===== src/rtl/fpu_issue_ctrl_if.sv =====
// Bundles the pipeline request/response, FPU and CSR signals of the FP issue controller.
// master: pipeline side, slave: the controller itself, fp: FPU datapath side.
interface fpu_issue_ctrl_if;
    logic        req_valid;
    logic        req_ready;
    logic [4:0]  req_rs1;
    logic [4:0]  req_rs2;
    logic [4:0]  req_rd;
    logic [2:0]  req_rm;
    logic [7:0]  req_funct7;
    logic        req_lw;
    logic        req_sw;
    logic [31:0] req_dload;

    logic        resp_valid;
    logic        resp_ready;
    logic [31:0] resp_data;
    logic        resp_timeout;
    logic        illegal_rm;

    logic [4:0]  f_rs1;
    logic [4:0]  f_rs2;
    logic [4:0]  f_rd;
    logic [2:0]  f_frm_in;
    logic [7:0]  f_funct_7;
    logic        f_LW;
    logic        f_SW;
    logic [31:0] dload_ext;
    logic [31:0] FPU_all_out;
    logic [4:0]  f_flags;
    logic        f_ready;

    logic        csr_wen;
    logic [1:0]  csr_sel;
    logic [7:0]  csr_wdata;
    logic [7:0]  csr_rdata;

    modport master (
        output req_valid, req_rs1, req_rs2, req_rd, req_rm, req_funct7,
               req_lw, req_sw, req_dload, resp_ready, csr_wen, csr_sel, csr_wdata,
        input  req_ready, resp_valid, resp_data, resp_timeout, illegal_rm, csr_rdata
    );

    modport slave (
        input  req_valid, req_rs1, req_rs2, req_rd, req_rm, req_funct7,
               req_lw, req_sw, req_dload, resp_ready, csr_wen, csr_sel, csr_wdata,
               FPU_all_out, f_flags, f_ready,
        output req_ready, resp_valid, resp_data, resp_timeout, illegal_rm, csr_rdata,
               f_rs1, f_rs2, f_rd, f_frm_in, f_funct_7, f_LW, f_SW, dload_ext
    );

    modport fp (
        input  f_rs1, f_rs2, f_rd, f_frm_in, f_funct_7, f_LW, f_SW, dload_ext,
        output FPU_all_out, f_flags, f_ready
    );
endinterface


===== src/rtl/fpu_issue_ctrl.sv =====
// Issues one FP op at a time to the FPU, resolves dynamic rounding, times out a stuck FPU
// and owns the frm / sticky fflags CSR state.
//
// state | meaning
// IDLE  | ready for a new op; illegal-rm ops are rejected here
// ISSUE | one cycle, f_LW/f_SW strobed; load/store result captured
// WAIT  | arithmetic op in flight, timeout counter running
// DONE  | response presented until resp_ready
module fpu_issue_ctrl #(
    parameter int TIMEOUT_CYCLES = 64,
    parameter int CNT_W          = 7
) (
    input logic           clk,
    input logic           n_rst,
    fpu_issue_ctrl_if.slave bus
);
    typedef enum logic [1:0] {IDLE, ISSUE, WAIT, DONE} state_t;

    localparam logic [CNT_W-1:0] CNT_LAST = CNT_W'(TIMEOUT_CYCLES - 1);

    state_t state, state_nxt;

    logic [4:0]       rs1_q, rs2_q, rd_q;
    logic [7:0]       funct7_q;
    logic             lw_q, sw_q;
    logic [31:0]      dload_q;
    logic [2:0]       rm_q;
    logic [2:0]       frm_q, frm_nxt;
    logic [4:0]       fflags_q, fflags_nxt, fflags_base;
    logic [CNT_W-1:0] cnt_q;
    logic [31:0]      resp_data_q;
    logic             resp_timeout_q;
    logic             illegal_rm_q;

    logic [2:0] eff_rm;
    logic       ldst_req, rm_bad, fire, accept, reject, wait_done;

    // rm=7 defers to frm; reserved values 5..7 after resolution are illegal for arithmetic ops.
    assign eff_rm    = (bus.req_rm == 3'b111) ? frm_q : bus.req_rm;
    assign ldst_req  = bus.req_lw | bus.req_sw;
    assign rm_bad    = (eff_rm == 3'd5) || (eff_rm == 3'd6) || (eff_rm == 3'd7);
    assign fire      = bus.req_valid && (state == IDLE);
    assign accept    = fire && (ldst_req || !rm_bad);
    assign reject    = fire && !ldst_req && rm_bad;
    assign wait_done = (state == WAIT) && bus.f_ready;

    always_ff @(posedge clk or negedge n_rst) begin
        if (!n_rst) begin
            state <= IDLE;
        end else begin
            state <= state_nxt;
        end
    end

    always_comb begin
        state_nxt      = state;
        bus.req_ready  = 1'b0;
        bus.resp_valid = 1'b0;
        bus.f_LW       = 1'b0;
        bus.f_SW       = 1'b0;
        case (state)
            IDLE: begin
                bus.req_ready = 1'b1;
                if (accept) state_nxt = ISSUE;
            end
            ISSUE: begin
                bus.f_LW  = lw_q;
                bus.f_SW  = sw_q;
                state_nxt = (lw_q || sw_q) ? DONE : WAIT;
            end
            WAIT: begin
                if (bus.f_ready || (cnt_q == CNT_LAST)) state_nxt = DONE;
            end
            DONE: begin
                bus.resp_valid = 1'b1;
                if (bus.resp_ready) state_nxt = IDLE;
            end
            default: state_nxt = IDLE;
        endcase
    end

    // A CSR write and a flag accumulation in the same cycle merge: written value | f_flags.
    always_comb begin
        frm_nxt     = frm_q;
        fflags_base = fflags_q;
        if (bus.csr_wen) begin
            case (bus.csr_sel)
                2'd0: fflags_base = bus.csr_wdata[4:0];
                2'd1: frm_nxt     = bus.csr_wdata[2:0];
                2'd2: begin
                    frm_nxt     = bus.csr_wdata[7:5];
                    fflags_base = bus.csr_wdata[4:0];
                end
                default: ;
            endcase
        end
        fflags_nxt = fflags_base | (wait_done ? bus.f_flags : 5'd0);
    end

    always_ff @(posedge clk or negedge n_rst) begin
        if (!n_rst) begin
            rs1_q          <= '0;
            rs2_q          <= '0;
            rd_q           <= '0;
            funct7_q       <= '0;
            lw_q           <= 1'b0;
            sw_q           <= 1'b0;
            dload_q        <= '0;
            rm_q           <= '0;
            frm_q          <= '0;
            fflags_q       <= '0;
            cnt_q          <= '0;
            resp_data_q    <= '0;
            resp_timeout_q <= 1'b0;
            illegal_rm_q   <= 1'b0;
        end else begin
            frm_q        <= frm_nxt;
            fflags_q     <= fflags_nxt;
            illegal_rm_q <= reject;
            if (accept) begin
                rs1_q    <= bus.req_rs1;
                rs2_q    <= bus.req_rs2;
                rd_q     <= bus.req_rd;
                funct7_q <= bus.req_funct7;
                lw_q     <= bus.req_lw;
                sw_q     <= bus.req_sw;
                dload_q  <= bus.req_dload;
                rm_q     <= eff_rm;
            end
            case (state)
                ISSUE: begin
                    if (lw_q || sw_q) resp_data_q <= bus.FPU_all_out;
                    else              cnt_q       <= '0;
                end
                WAIT: begin
                    cnt_q <= cnt_q + 1'b1;
                    if (bus.f_ready) begin
                        resp_data_q <= bus.FPU_all_out;
                    end else if (cnt_q == CNT_LAST) begin
                        resp_timeout_q <= 1'b1;
                        resp_data_q    <= '0;
                    end
                end
                DONE: begin
                    if (bus.resp_ready) resp_timeout_q <= 1'b0;
                end
                default: ;
            endcase
        end
    end

    assign bus.resp_data    = resp_data_q;
    assign bus.resp_timeout = resp_timeout_q;
    assign bus.illegal_rm   = illegal_rm_q;
    assign bus.csr_rdata    = {frm_q, fflags_q};
    assign bus.f_rs1        = rs1_q;
    assign bus.f_rs2        = rs2_q;
    assign bus.f_rd         = rd_q;
    assign bus.f_funct_7    = funct7_q;
    assign bus.f_frm_in     = rm_q;
    assign bus.dload_ext    = dload_q;
endmodule


===== src/flat_wrapper.sv =====
// flat-port wrapper written by rule: the top's interface ports become plain ports
module fpu_issue_ctrl_flat 
#(
    parameter int TIMEOUT_CYCLES = 64,
    parameter int CNT_W          = 7
)
  (clk, n_rst, bus_req_valid, bus_req_rs1, bus_req_rs2, bus_req_rd, bus_req_rm, bus_req_funct7, bus_req_lw, bus_req_sw, bus_req_dload, bus_resp_ready, bus_csr_wen, bus_csr_sel, bus_csr_wdata, bus_FPU_all_out, bus_f_flags, bus_f_ready, bus_req_ready, bus_resp_valid, bus_resp_data, bus_resp_timeout, bus_illegal_rm, bus_csr_rdata, bus_f_rs1, bus_f_rs2, bus_f_rd, bus_f_frm_in, bus_f_funct_7, bus_f_LW, bus_f_SW, bus_dload_ext);
  fpu_issue_ctrl_if bus_i ();
  input logic clk;
  input logic n_rst;
  input wire logic [$bits(bus_i.req_valid)-1:0] bus_req_valid;
  input wire logic [$bits(bus_i.req_rs1)-1:0] bus_req_rs1;
  input wire logic [$bits(bus_i.req_rs2)-1:0] bus_req_rs2;
  input wire logic [$bits(bus_i.req_rd)-1:0] bus_req_rd;
  input wire logic [$bits(bus_i.req_rm)-1:0] bus_req_rm;
  input wire logic [$bits(bus_i.req_funct7)-1:0] bus_req_funct7;
  input wire logic [$bits(bus_i.req_lw)-1:0] bus_req_lw;
  input wire logic [$bits(bus_i.req_sw)-1:0] bus_req_sw;
  input wire logic [$bits(bus_i.req_dload)-1:0] bus_req_dload;
  input wire logic [$bits(bus_i.resp_ready)-1:0] bus_resp_ready;
  input wire logic [$bits(bus_i.csr_wen)-1:0] bus_csr_wen;
  input wire logic [$bits(bus_i.csr_sel)-1:0] bus_csr_sel;
  input wire logic [$bits(bus_i.csr_wdata)-1:0] bus_csr_wdata;
  input wire logic [$bits(bus_i.FPU_all_out)-1:0] bus_FPU_all_out;
  input wire logic [$bits(bus_i.f_flags)-1:0] bus_f_flags;
  input wire logic [$bits(bus_i.f_ready)-1:0] bus_f_ready;
  output wire logic [$bits(bus_i.req_ready)-1:0] bus_req_ready;
  output wire logic [$bits(bus_i.resp_valid)-1:0] bus_resp_valid;
  output wire logic [$bits(bus_i.resp_data)-1:0] bus_resp_data;
  output wire logic [$bits(bus_i.resp_timeout)-1:0] bus_resp_timeout;
  output wire logic [$bits(bus_i.illegal_rm)-1:0] bus_illegal_rm;
  output wire logic [$bits(bus_i.csr_rdata)-1:0] bus_csr_rdata;
  output wire logic [$bits(bus_i.f_rs1)-1:0] bus_f_rs1;
  output wire logic [$bits(bus_i.f_rs2)-1:0] bus_f_rs2;
  output wire logic [$bits(bus_i.f_rd)-1:0] bus_f_rd;
  output wire logic [$bits(bus_i.f_frm_in)-1:0] bus_f_frm_in;
  output wire logic [$bits(bus_i.f_funct_7)-1:0] bus_f_funct_7;
  output wire logic [$bits(bus_i.f_LW)-1:0] bus_f_LW;
  output wire logic [$bits(bus_i.f_SW)-1:0] bus_f_SW;
  output wire logic [$bits(bus_i.dload_ext)-1:0] bus_dload_ext;
  assign bus_i.req_valid = bus_req_valid;
  assign bus_i.req_rs1 = bus_req_rs1;
  assign bus_i.req_rs2 = bus_req_rs2;
  assign bus_i.req_rd = bus_req_rd;
  assign bus_i.req_rm = bus_req_rm;
  assign bus_i.req_funct7 = bus_req_funct7;
  assign bus_i.req_lw = bus_req_lw;
  assign bus_i.req_sw = bus_req_sw;
  assign bus_i.req_dload = bus_req_dload;
  assign bus_i.resp_ready = bus_resp_ready;
  assign bus_i.csr_wen = bus_csr_wen;
  assign bus_i.csr_sel = bus_csr_sel;
  assign bus_i.csr_wdata = bus_csr_wdata;
  assign bus_i.FPU_all_out = bus_FPU_all_out;
  assign bus_i.f_flags = bus_f_flags;
  assign bus_i.f_ready = bus_f_ready;
  assign bus_req_ready = bus_i.req_ready;
  assign bus_resp_valid = bus_i.resp_valid;
  assign bus_resp_data = bus_i.resp_data;
  assign bus_resp_timeout = bus_i.resp_timeout;
  assign bus_illegal_rm = bus_i.illegal_rm;
  assign bus_csr_rdata = bus_i.csr_rdata;
  assign bus_f_rs1 = bus_i.f_rs1;
  assign bus_f_rs2 = bus_i.f_rs2;
  assign bus_f_rd = bus_i.f_rd;
  assign bus_f_frm_in = bus_i.f_frm_in;
  assign bus_f_funct_7 = bus_i.f_funct_7;
  assign bus_f_LW = bus_i.f_LW;
  assign bus_f_SW = bus_i.f_SW;
  assign bus_dload_ext = bus_i.dload_ext;
  fpu_issue_ctrl #(.TIMEOUT_CYCLES(TIMEOUT_CYCLES), .CNT_W(CNT_W)) u_core (.clk(clk), .n_rst(n_rst), .bus(bus_i));
endmodule

===== config.mk =====
export PLATFORM = sky130hd
export DESIGN_NAME = fpu_issue_ctrl_flat
export DESIGN_NICKNAME = d
export VERILOG_FILES = /design/src/rtl/fpu_issue_ctrl_if.sv /design/src/rtl/fpu_issue_ctrl.sv /design/src/flat_wrapper.sv
export SDC_FILE = /design/constraint.sdc
export NUM_CORES = 1
export LEC_CHECK = 0
export CORE_UTILIZATION = 38
export DETAILED_ROUTE_END_ITERATION = 6
export PLACE_DENSITY = 0.76
export SYNTH_ARGS = -nofsm -noshare
export SYNTH_HDL_FRONTEND = slang
export SYNTH_SLANG_ARGS = --single-unit

===== constraint.sdc =====
create_clock -name clk -period 1.7 [get_ports clk]
set_input_delay 0.51 -clock clk [delete_from_list [all_inputs] [get_ports clk]]
set_output_delay 0.51 -clock clk [all_outputs]
set_load 0.02 [all_outputs]

**Word-level counts from Yosys, hierarchy flattened**

Index checks and enable logic that the tools add are counted.

- Register bits: 111
- Input bits: 113
- Output and inout port bits: 104
- Logic and storage cells: 83

- Add/sub/neg operators: 1
- Equality and inequality tests: 18
- Muxes and demuxes: 24
- Bitwise gates (word level): 2
- Reduce and logical (&&, ||, !) cells: 23

Operators with widths:

| cell | number |
|---|---|
| $mux W32 | 3 |
| $pmux W32 S2 | 1 |
| $mux W5 | 3 |
| $pmux W7 S2 | 1 |
| $eq A3 B3 Y1 const B | 4 |
| $ne A2 B2 Y1 const B | 5 |
| $mux W1 | 8 |
| $pmux W2 S4 | 1 |
| $add A7 B1 Y7 const B | 1 |
| $eq A7 B6 Y1 const B | 1 |
| $mux W7 | 1 |
| $eq A2 B2 Y1 const B | 3 |
| $mux W2 | 3 |
| $pmux W3 S2 | 1 |
| $reduce_and A3 Y1 | 2 |
| $reduce_bool A2 Y1 | 3 |
| $logic_and A1 B1 Y1 | 5 |
| $logic_or A1 B1 Y1 | 5 |
| $or A5 B5 Y5 | 1 |
| $eq A2 B1 Y1 const B | 2 |
| $logic_not A2 Y1 | 2 |
| $ne A2 B1 Y1 const B | 2 |
| $reduce_and A2 Y1 | 2 |
| $reduce_and A4 Y1 | 1 |
| other kinds (6) | 7 |

**Depth between registers and ports, before layout**

Gate-level depths: netlist (run 1).

- Word-level depth: 10
- Mapped depth: 7
- Gate-level depth less buffers: 6

**Least setup slack after synthesis (run 1)**

Ideal clock, no wire load.

- Path kind: reg2reg
- Start: reg u_core.state[0]
- End: reg u_core.dload_q[0], in the netlist u_core.bus.dload_ext[0]
- Library setup time: 0.125 ns
- Arrival time: 1.602 ns
- Required time: 1.575 ns
- Setup slack: -0.027 ns
- Cell stages (with the launch flop): 7
- Buffers on the path: 1
- Period minus slack after synthesis: 1.727 ns
- Path through: dfrtp_1 inv_1 ha_1 nand2_1 o21bai_4 buf_6 mux2_4

- Longest elaborated chain between the ends: 3

Ends and longest elaborated chain:

| item | RTL line | source |
|---|---|---|
| from (decl) | fpu_issue_ctrl.sv:21 | `state_t state, state_nxt;` |
| from (signal assigned) | fpu_issue_ctrl.sv:51 | `state <= state_nxt;` |
| $logic_not A2 Y1 | fpu_issue_ctrl.sv:42 | `assign fire = bus.req_valid && (state == IDLE);` |
| $logic_and A1 B1 Y1 | fpu_issue_ctrl.sv:42 |  |
| $logic_and A1 B1 Y1 | fpu_issue_ctrl.sv:43 | `assign accept = fire && (ldst_req \|\| !rm_bad);` |
| to (signal assigned) | fpu_issue_ctrl.sv:127 | `dload_q <= bus.req_dload;` |
| to (decl) | fpu_issue_ctrl.sv:26 | `logic [31:0] dload_q;` |

Every way passes these cells.
A chain may end at the register's enable or synchronous reset.

**Worst setup path in the final report (run 1)**

- Start: reg u_core.state[0]
- End: reg u_core.dload_q[19], in the netlist u_core.bus.dload_ext[19]

The elaborated chain is that of the path after synthesis.

==> flow_metrics.tcl, run 1 <==
set metrics [dict create \
    status "complete, but fails checks" \
    violations "negative setup slack" \
    grt_pass1_vias 3889 \
    dr.pass1.iters 4 \
    relSlewSlack 0.6892 \
    cts_tree "done" \
    cp_data_required_time_ns 1.93 \
    holdWs_ns 0.06786 \
    seqCellArea_um2 2779 \
    startpoint "u_core.state[0]" \
    ir_drop_uv 1309 \
    syn_inst 322 \
    fillCellCount 928 \
    ant_nets 0 \
    syn_nets 442 \
    die_h_um 113.7 \
    cts.reportedPaths.clkPinSlew_ns 0.07 \
    r2r_cells 8 \
    drcViolationCount 0 \
    io_pins 217 \
    start_kind "register" \
    synthAdderAreaFrac 0.01846 \
    num_rows 40 \
    clock_sinks 111 \
    final_cell_mix "110 x dfrtp_1, 106 x clkdlybuf4s50_1, 103 x dlygate4sd2_1, 57 x mux2_4, 35 x buf_4" \
    dr_wl_met3_um 837 \
    finish.utilization 0.6667 \
    routed-wl-met2_mm 6.940 \
    cellPowerDensity_nw_per_um2 1890 \
    design_area_um2 8075 \
    synth_flop_cell "dfrtp_1" \
    syn2layout_area_growth_pct 70.20 \
    grt_pass1_wl_mm 20.27 \
    postPlaceCellArea_um2 7471 \
    synthArstFlopShare 1.000 \
    yosysSeqAreaShare 0.5854 \
    htreeDepth 3 \
    cp_max_fo 7 \
    clk_latency_ns 0.35 \
    ys_ff_latch 111 \
    clockRootBuffer "clkbuf_16" \
    p_leak_nw 3.900 \
    die_x_um 113.7 \
    rrSetupSlack_ns -0.07 \
    grt_max_degree 38 \
    hold_class "in -> async" \
    muxShareOfSynthArea 0.2110 \
    hpwl_mm 9.197 \
    finalCritPeriodShare 1.043 \
    drive_gt1_frac 0.2745 \
    critPathCaptureType "register" \
    wl_per_cell_um 17.15 \
    synth_compound_area_frac 0.08993 \
    synth.distinct_cells 37 \
    cts_inserted_buffers 9 \
    regToRegStartpoint "u_core.state[0]" \
    synth_area_um2 4745 \
    setup_slack_ns -0.07244 \
    globalRoute.totalOverflow 0 \
    postCtsHoldBufs 0 \
    synthSimpleGateAreaFrac 0.05512 \
    r2r_end "u_core.bus.dload_ext[19]" \
    finalSetupViolCount 90 \
    gp_congestion 0.7554 \
    antenna_found_initial 0 \
    start_util 0.3917 \
    synth-xor-area-share 0.009230 \
    met1Wirelength_mm 5.163 \
    antenna_cells 0 \
    synth_top_family_by_area "multiplexers" \
    syn_avg_cell_area_um2 14.73 \
    fin_crit_ns 1.772 \
    ys_warn_count 0 \
    dp_cells 735 \
    clk_path_buf_depth 2 \
    core_um2 12110 \
    final_cell_count_no_fill 769 \
    dieArea_um2 12940 \
    crit_type "reg -> reg" \
    fin_tns_setup_ns -4.202 \
    io_buffer_count 216 \
    track_usage 0.2041 \
    wl_mm 13.19 \
    final_max_slew_viol_count 0 \
    synth_edf_count 0 \
    multi_input_area_um2 1948 \
    drt_iter0_markers 152 \
    final_common_cell "dfrtp_1" \
    vias_per_cell 4.785 \
    endpoint "u_core.bus.dload_ext[19]" \
    fmax_mhz 564.2 \
    drv_cap 0 \
    hold_viol_final 0 \
    rsz0062_at_grt "true" \
    vias 3680 \
    top_layer "met4" \
    crit_arrival_ns 2.01 \
    fin_skew_ns 0.006827 \
    nets 717 \
    worst_pin_slew_ns 0.4613 \
]
flip-flops by register name, summed over array words and instances, names as in the netlist:
signal / flops
u_core.bus.f_rd: 5
u_core.frm_q: 3
u_core.bus.f_rs2: 5
u_core.bus.resp_data: 32
u_core.bus.f_funct_7: 8
u_core.bus.f_frm_in: 3
u_core.cnt_q: 7
u_core.sw_q: 1
u_core.state: 2
u_core.fflags_q: 5
u_core.bus.f_rs1: 5
u_core.bus.resp_timeout: 1
u_core.lw_q: 1
u_core.bus.dload_ext: 32
u_core.bus.illegal_rm: 1
where the power goes:
part           switching [W]  internal, W
Sequential          0.000730      0.00392
Clock               0.000937      0.00114
Combinational        0.00401      0.00453
metal layers:
metal,track usage,vias up
met5,0,-
met4,0.05877,0
met3,0.06961,23
met2,0.3638,132
met1,0.2311,1817
li1,-,1708
through the flow:
step	worst slack, ns	total power, W
6_report	-0.07244	0.01527
5_1_grt	-0.1387	0.01611
4_1_cts	-0.1093	0.01482
3_5_place_dp	-0.6146	0.01309
3_3_place_gp	-0.5872	0.01285
2_1_floorplan	0.02788	0.009119
cell families (layout without fill, tap and decap cells):
group | Yosys count | in the layout
AOI/OAI and AO/OA | 50 | 50
xor gates and xnor gates | 5 | 5
adders and majority gates | 7 | 7
buffers and inverters | 25 | 304
DFF | 111 | 111
muxes | 71 | 71
and+or+nand+nor | 53 | 53
cells in the mapped netlist (3+ instances only):
| cell type | number | area (um2) |
|---|---|---|
| a22o_1 | 33 | 289.0 |
| buf_2 | 6 | 30.03 |
| nor4_1 | 3 | 18.77 |
| a21oi_1 | 3 | 15.01 |
| and2_1 | 3 | 18.77 |
| clkbuf_1 | 3 | 11.26 |
| nand2_1 | 15 | 56.30 |
| xnor2_1 | 5 | 43.79 |
| buf_6 | 6 | 67.56 |
| mux2_4 | 57 | 855.8 |
| dfrtp_1 | 111 | 2778 |
| o21ai_0 | 3 | 15.01 |
| nand3b_1 | 3 | 22.52 |
| mux2i_1 | 12 | 120.1 |
| nor2_1 | 13 | 48.80 |
| nand3_1 | 8 | 40.04 |
| ha_1 | 7 | 87.58 |
| inv_1 | 10 | 37.54 |
cell type report:
| class | instances | share of cell area |
|---|---|---|
| tap | 168 | 0.02603 |
| inverter | 10 | 0.004648 |
| multi-input combinational | 186 | 0.2412 |
| timing repair buffer | 279 | 0.3483 |
| clock inverter | 5 | 0.007282 |
| clock buffer | 10 | 0.02835 |
| sequential | 111 | 0.3441 |
worst min-delay path by stage:
stage / slack (ns) / depth (start not counted) / endpoint / start
2_1_floorplan: 0.21 / 0 / u_core.bus.dload_ext[0] / n_rst
3_3_place_gp: 0.45 / 1 / u_core.bus.f_rs1[2] / n_rst
3_5_place_dp: 0.45 / 1 / u_core.bus.dload_ext[2] / n_rst
4_1_cts: 0.07 / 1 / u_core.bus.f_rd[0] / n_rst
5_1_grt: 0.08 / 1 / u_core.bus.dload_ext[5] / n_rst
6_report: 0.07 / 1 / u_core.bus.dload_ext[9] / n_rst
worst max-delay path, cell delays in order, from the launching register on:
cell and delay, ns:
dfrtp_2 0.45, inv_2 0.10, ha_4 0.15, buf_6 0.10, nand2_4 0.04, o21bai_4 0.20, buf_12 0.18, buf_12 0.14
mux2_4 0.29
repair_timing:
action	4_1_cts	5_1_grt
buffers inserted	7	6
pin swaps	8	6
gates resized for setup	162	15
endpoints found under the setup margin	199	97
gates cloned	5	3
Power figures use the tool's default switching activity.
==> inputs of run 2 (changes only) <==
--- a/config.mk
+++ b/config.mk
@@ -6,6 +6,7 @@
 export NUM_CORES = 1
 export LEC_CHECK = 0
 export CORE_UTILIZATION = 38
+export CTS_CLUSTER_DIAMETER = 150
 export DETAILED_ROUTE_END_ITERATION = 6
 export PLACE_DENSITY = 0.76
 export SYNTH_ARGS = -nofsm -noshare
==> results of run 2 <==
Final layout, timing and power as in run 1 (identical DEF).
==> inputs of run 3 (changes only) <==
--- a/config.mk
+++ b/config.mk
@@ -9,6 +9,7 @@
 export CTS_CLUSTER_DIAMETER = 150
 export DETAILED_ROUTE_END_ITERATION = 6
 export PLACE_DENSITY = 0.76
+export REMOVE_ABC_BUFFERS = 1
 export SYNTH_ARGS = -nofsm -noshare
 export SYNTH_HDL_FRONTEND = slang
 export SYNTH_SLANG_ARGS = --single-unit
==> run 3 against run 2 <==
Compared with the run above:
- the flow still finishes with violations (negative setup slack)
- register-to-register slack about the same
- non-clock buffer count down 15
- power down 1.0%
- combinational power down 4.1%
- critical path type is now reg -> out
==> flow_metrics.tcl, run 3 (synthesis gave the netlist of run 1 again) <==
set metrics [dict create \
    status "complete, but fails checks" \
    violations "negative setup slack" \
    vias_per_cell 4.865 \
    hpwl_mm 8.840 \
    postPlaceCellArea_um2 7303 \
    clockRootBuffer "clkbuf_16" \
    drv_cap 0 \
    crit_type "reg -> out" \
    power.internal_w 0.009467 \
    grt_max_degree 112 \
    r2r_cells 9 \
    grt_pass1_wl_mm 20.11 \
    dieArea_um2 12940 \
    r2r_end "u_core.bus.dload_ext[2]" \
    globalRoute.totalOverflow 0 \
    cellPowerDensity_nw_per_um2 1905 \
    final_max_slew_viol_count 0 \
    nets 702 \
    worst_pin_slew_ns 0.5861 \
    rrSetupSlack_ns -0.08 \
    ant_nets 0 \
    start_util 0.3917 \
    syn2layout_area_growth_pct 67.17 \
    drt_iter0_markers 155 \
    cts_tree "done" \
    relSlewSlack 0.6092 \
    critPathCaptureType "output pin" \
    antenna_cells 0 \
    htreeDepth 3 \
    finalSetupViolCount 72 \
    hold_viol_final 0 \
    p_leak_nw 3.799 \
    regToRegStartpoint "u_core.state[1]" \
    gp_congestion 0.7873 \
    postCtsHoldBufs 0 \
    holdWs_ns 0.2327 \
    cp_max_fo 3 \
    start_kind "register" \
    hold_class "in -> async" \
    die_x_um 113.7 \
    wl_per_cell_um 17.22 \
    finalCritPeriodShare 1.060 \
    design_area_um2 7931 \
    clock_sinks 111 \
    clk_latency_ns 0.35 \
    grt_pass1_vias 3810 \
    track_usage 0.2014 \
    final_cell_mix "110 x dfrtp_1, 106 x clkdlybuf4s50_1, 104 x dlygate4sd2_1, 57 x mux2_4, 33 x a22o_1" \
    die_h_um 113.7 \
    cp_data_required_time_ns 1.19 \
    cts.reportedPaths.clkPinSlew_ns 0.07 \
    dr.pass1.iters 4 \
    ir_drop_uv 748.5 \
    core_um2 12110 \
    fin_skew_ns 0.009679 \
    fin_crit_ns 1.802 \
    combPwrFrac 0.542 \
    p_sw_w 0.005642 \
    p_sw_frac 0.3734 \
    p_clk_frac 0.151 \
    fillCellCount 941 \
    drcViolationCount 0 \
    io_buffer_count 216 \
    final_common_cell "dfrtp_1" \
    fmax_mhz 554.8 \
    antenna_found_initial 0 \
    rsz0062_at_grt "true" \
    clk_path_buf_depth 2 \
    io_pins 217 \
    setup_slack_ns -0.1023 \
    drive_gt1_frac 0.2662 \
    crit_arrival_ns 1.29 \
    seqPwrFrac 0.307 \
    num_rows 40 \
    cts_inserted_buffers 9 \
    wl_mm 12.99 \
    vias 3668 \
]
run 3: repair_timing:
item | 4_1_cts | 5_1_grt
gates cloned | 5 | 0
pin swaps | 4 | 6
setup endpoints to repair | 201 | 106
setup buffers | 9 | 10
gates resized for setup | 160 | 34
run 3: worst max path at each step:
| stage | start | cells past startpoint | to |
|---|---|---|---|
| after floorplan | bus_req_sw | 4 | u_core.bus.dload_ext[0] |
| after global placement | bus_req_rm[1] | 6 | u_core.bus.dload_ext[1] |
| after detailed placement | bus_req_rm[1] | 6 | u_core.bus.dload_ext[30] |
| after CTS | u_core.frm_q[0] | 7 | u_core.bus.dload_ext[30] |
| after global routing | u_core.state[1] | 5 | bus_f_SW |
| final | u_core.state[1] | 5 | bus_f_SW |
run 3: critical path: stages (launching register included):
cell	delay (ns)
dfrtp_1	0.39
inv_2	0.08
buf_6	0.10
ha_4	0.13
and2_4	0.14
buf_6	0.11
run 3: cell type report:
type | count | area, um2 | area share
multi-input combinational | 186 | 2014 | 0.2540
sequential | 111 | 2779 | 0.3504
timing repair buffer | 264 | 2570 | 0.3240
inverter | 10 | 37.54 | 0.004733
clock buffer | 11 | 242.7 | 0.03060
tap | 168 | 210.2 | 0.02650
clock inverter | 4 | 77.57 | 0.009781
run 3: power by group through the flow:
stage | logic, W | registers [W] | clock network (W)
3_5_place_dp | 0.00822 | 0.00469 | 0
5_1_grt | 0.00870 | 0.00478 | 0.00245
4_1_cts | 0.00797 | 0.00463 | 0.00234
6_report | 0.00819 | 0.00463 | 0.00229
3_3_place_gp | 0.00804 | 0.00466 | 0
2_1_floorplan | 0.00295 | 0.00605 | 0
run 3: through the flow:
stage          total power, W  utilization  instances  setup slack (ns)  TNS (ns)
2_1_floorplan        0.009003            -        307            -1.029    -83.22
3_3_place_gp          0.01270       0.6030        723           -0.5799    -42.05
3_5_place_dp          0.01291       0.6030        723           -0.6151    -45.19
4_1_cts               0.01495       0.6468        752           -0.1722    -3.991
5_1_grt               0.01593       0.6549        754           -0.1526    -8.170
6_report              0.01511       0.6549        754           -0.1023    -3.711
run 3: per-layer routing:
metal	global-route usage	vias up	share of wire
li1	-	1678	-
met1	0.2359	1822	0.40
met2	0.3573	145	0.52
met3	0.04888	23	0.060
met4	0.07456	0	0.020
met5	0	-	0
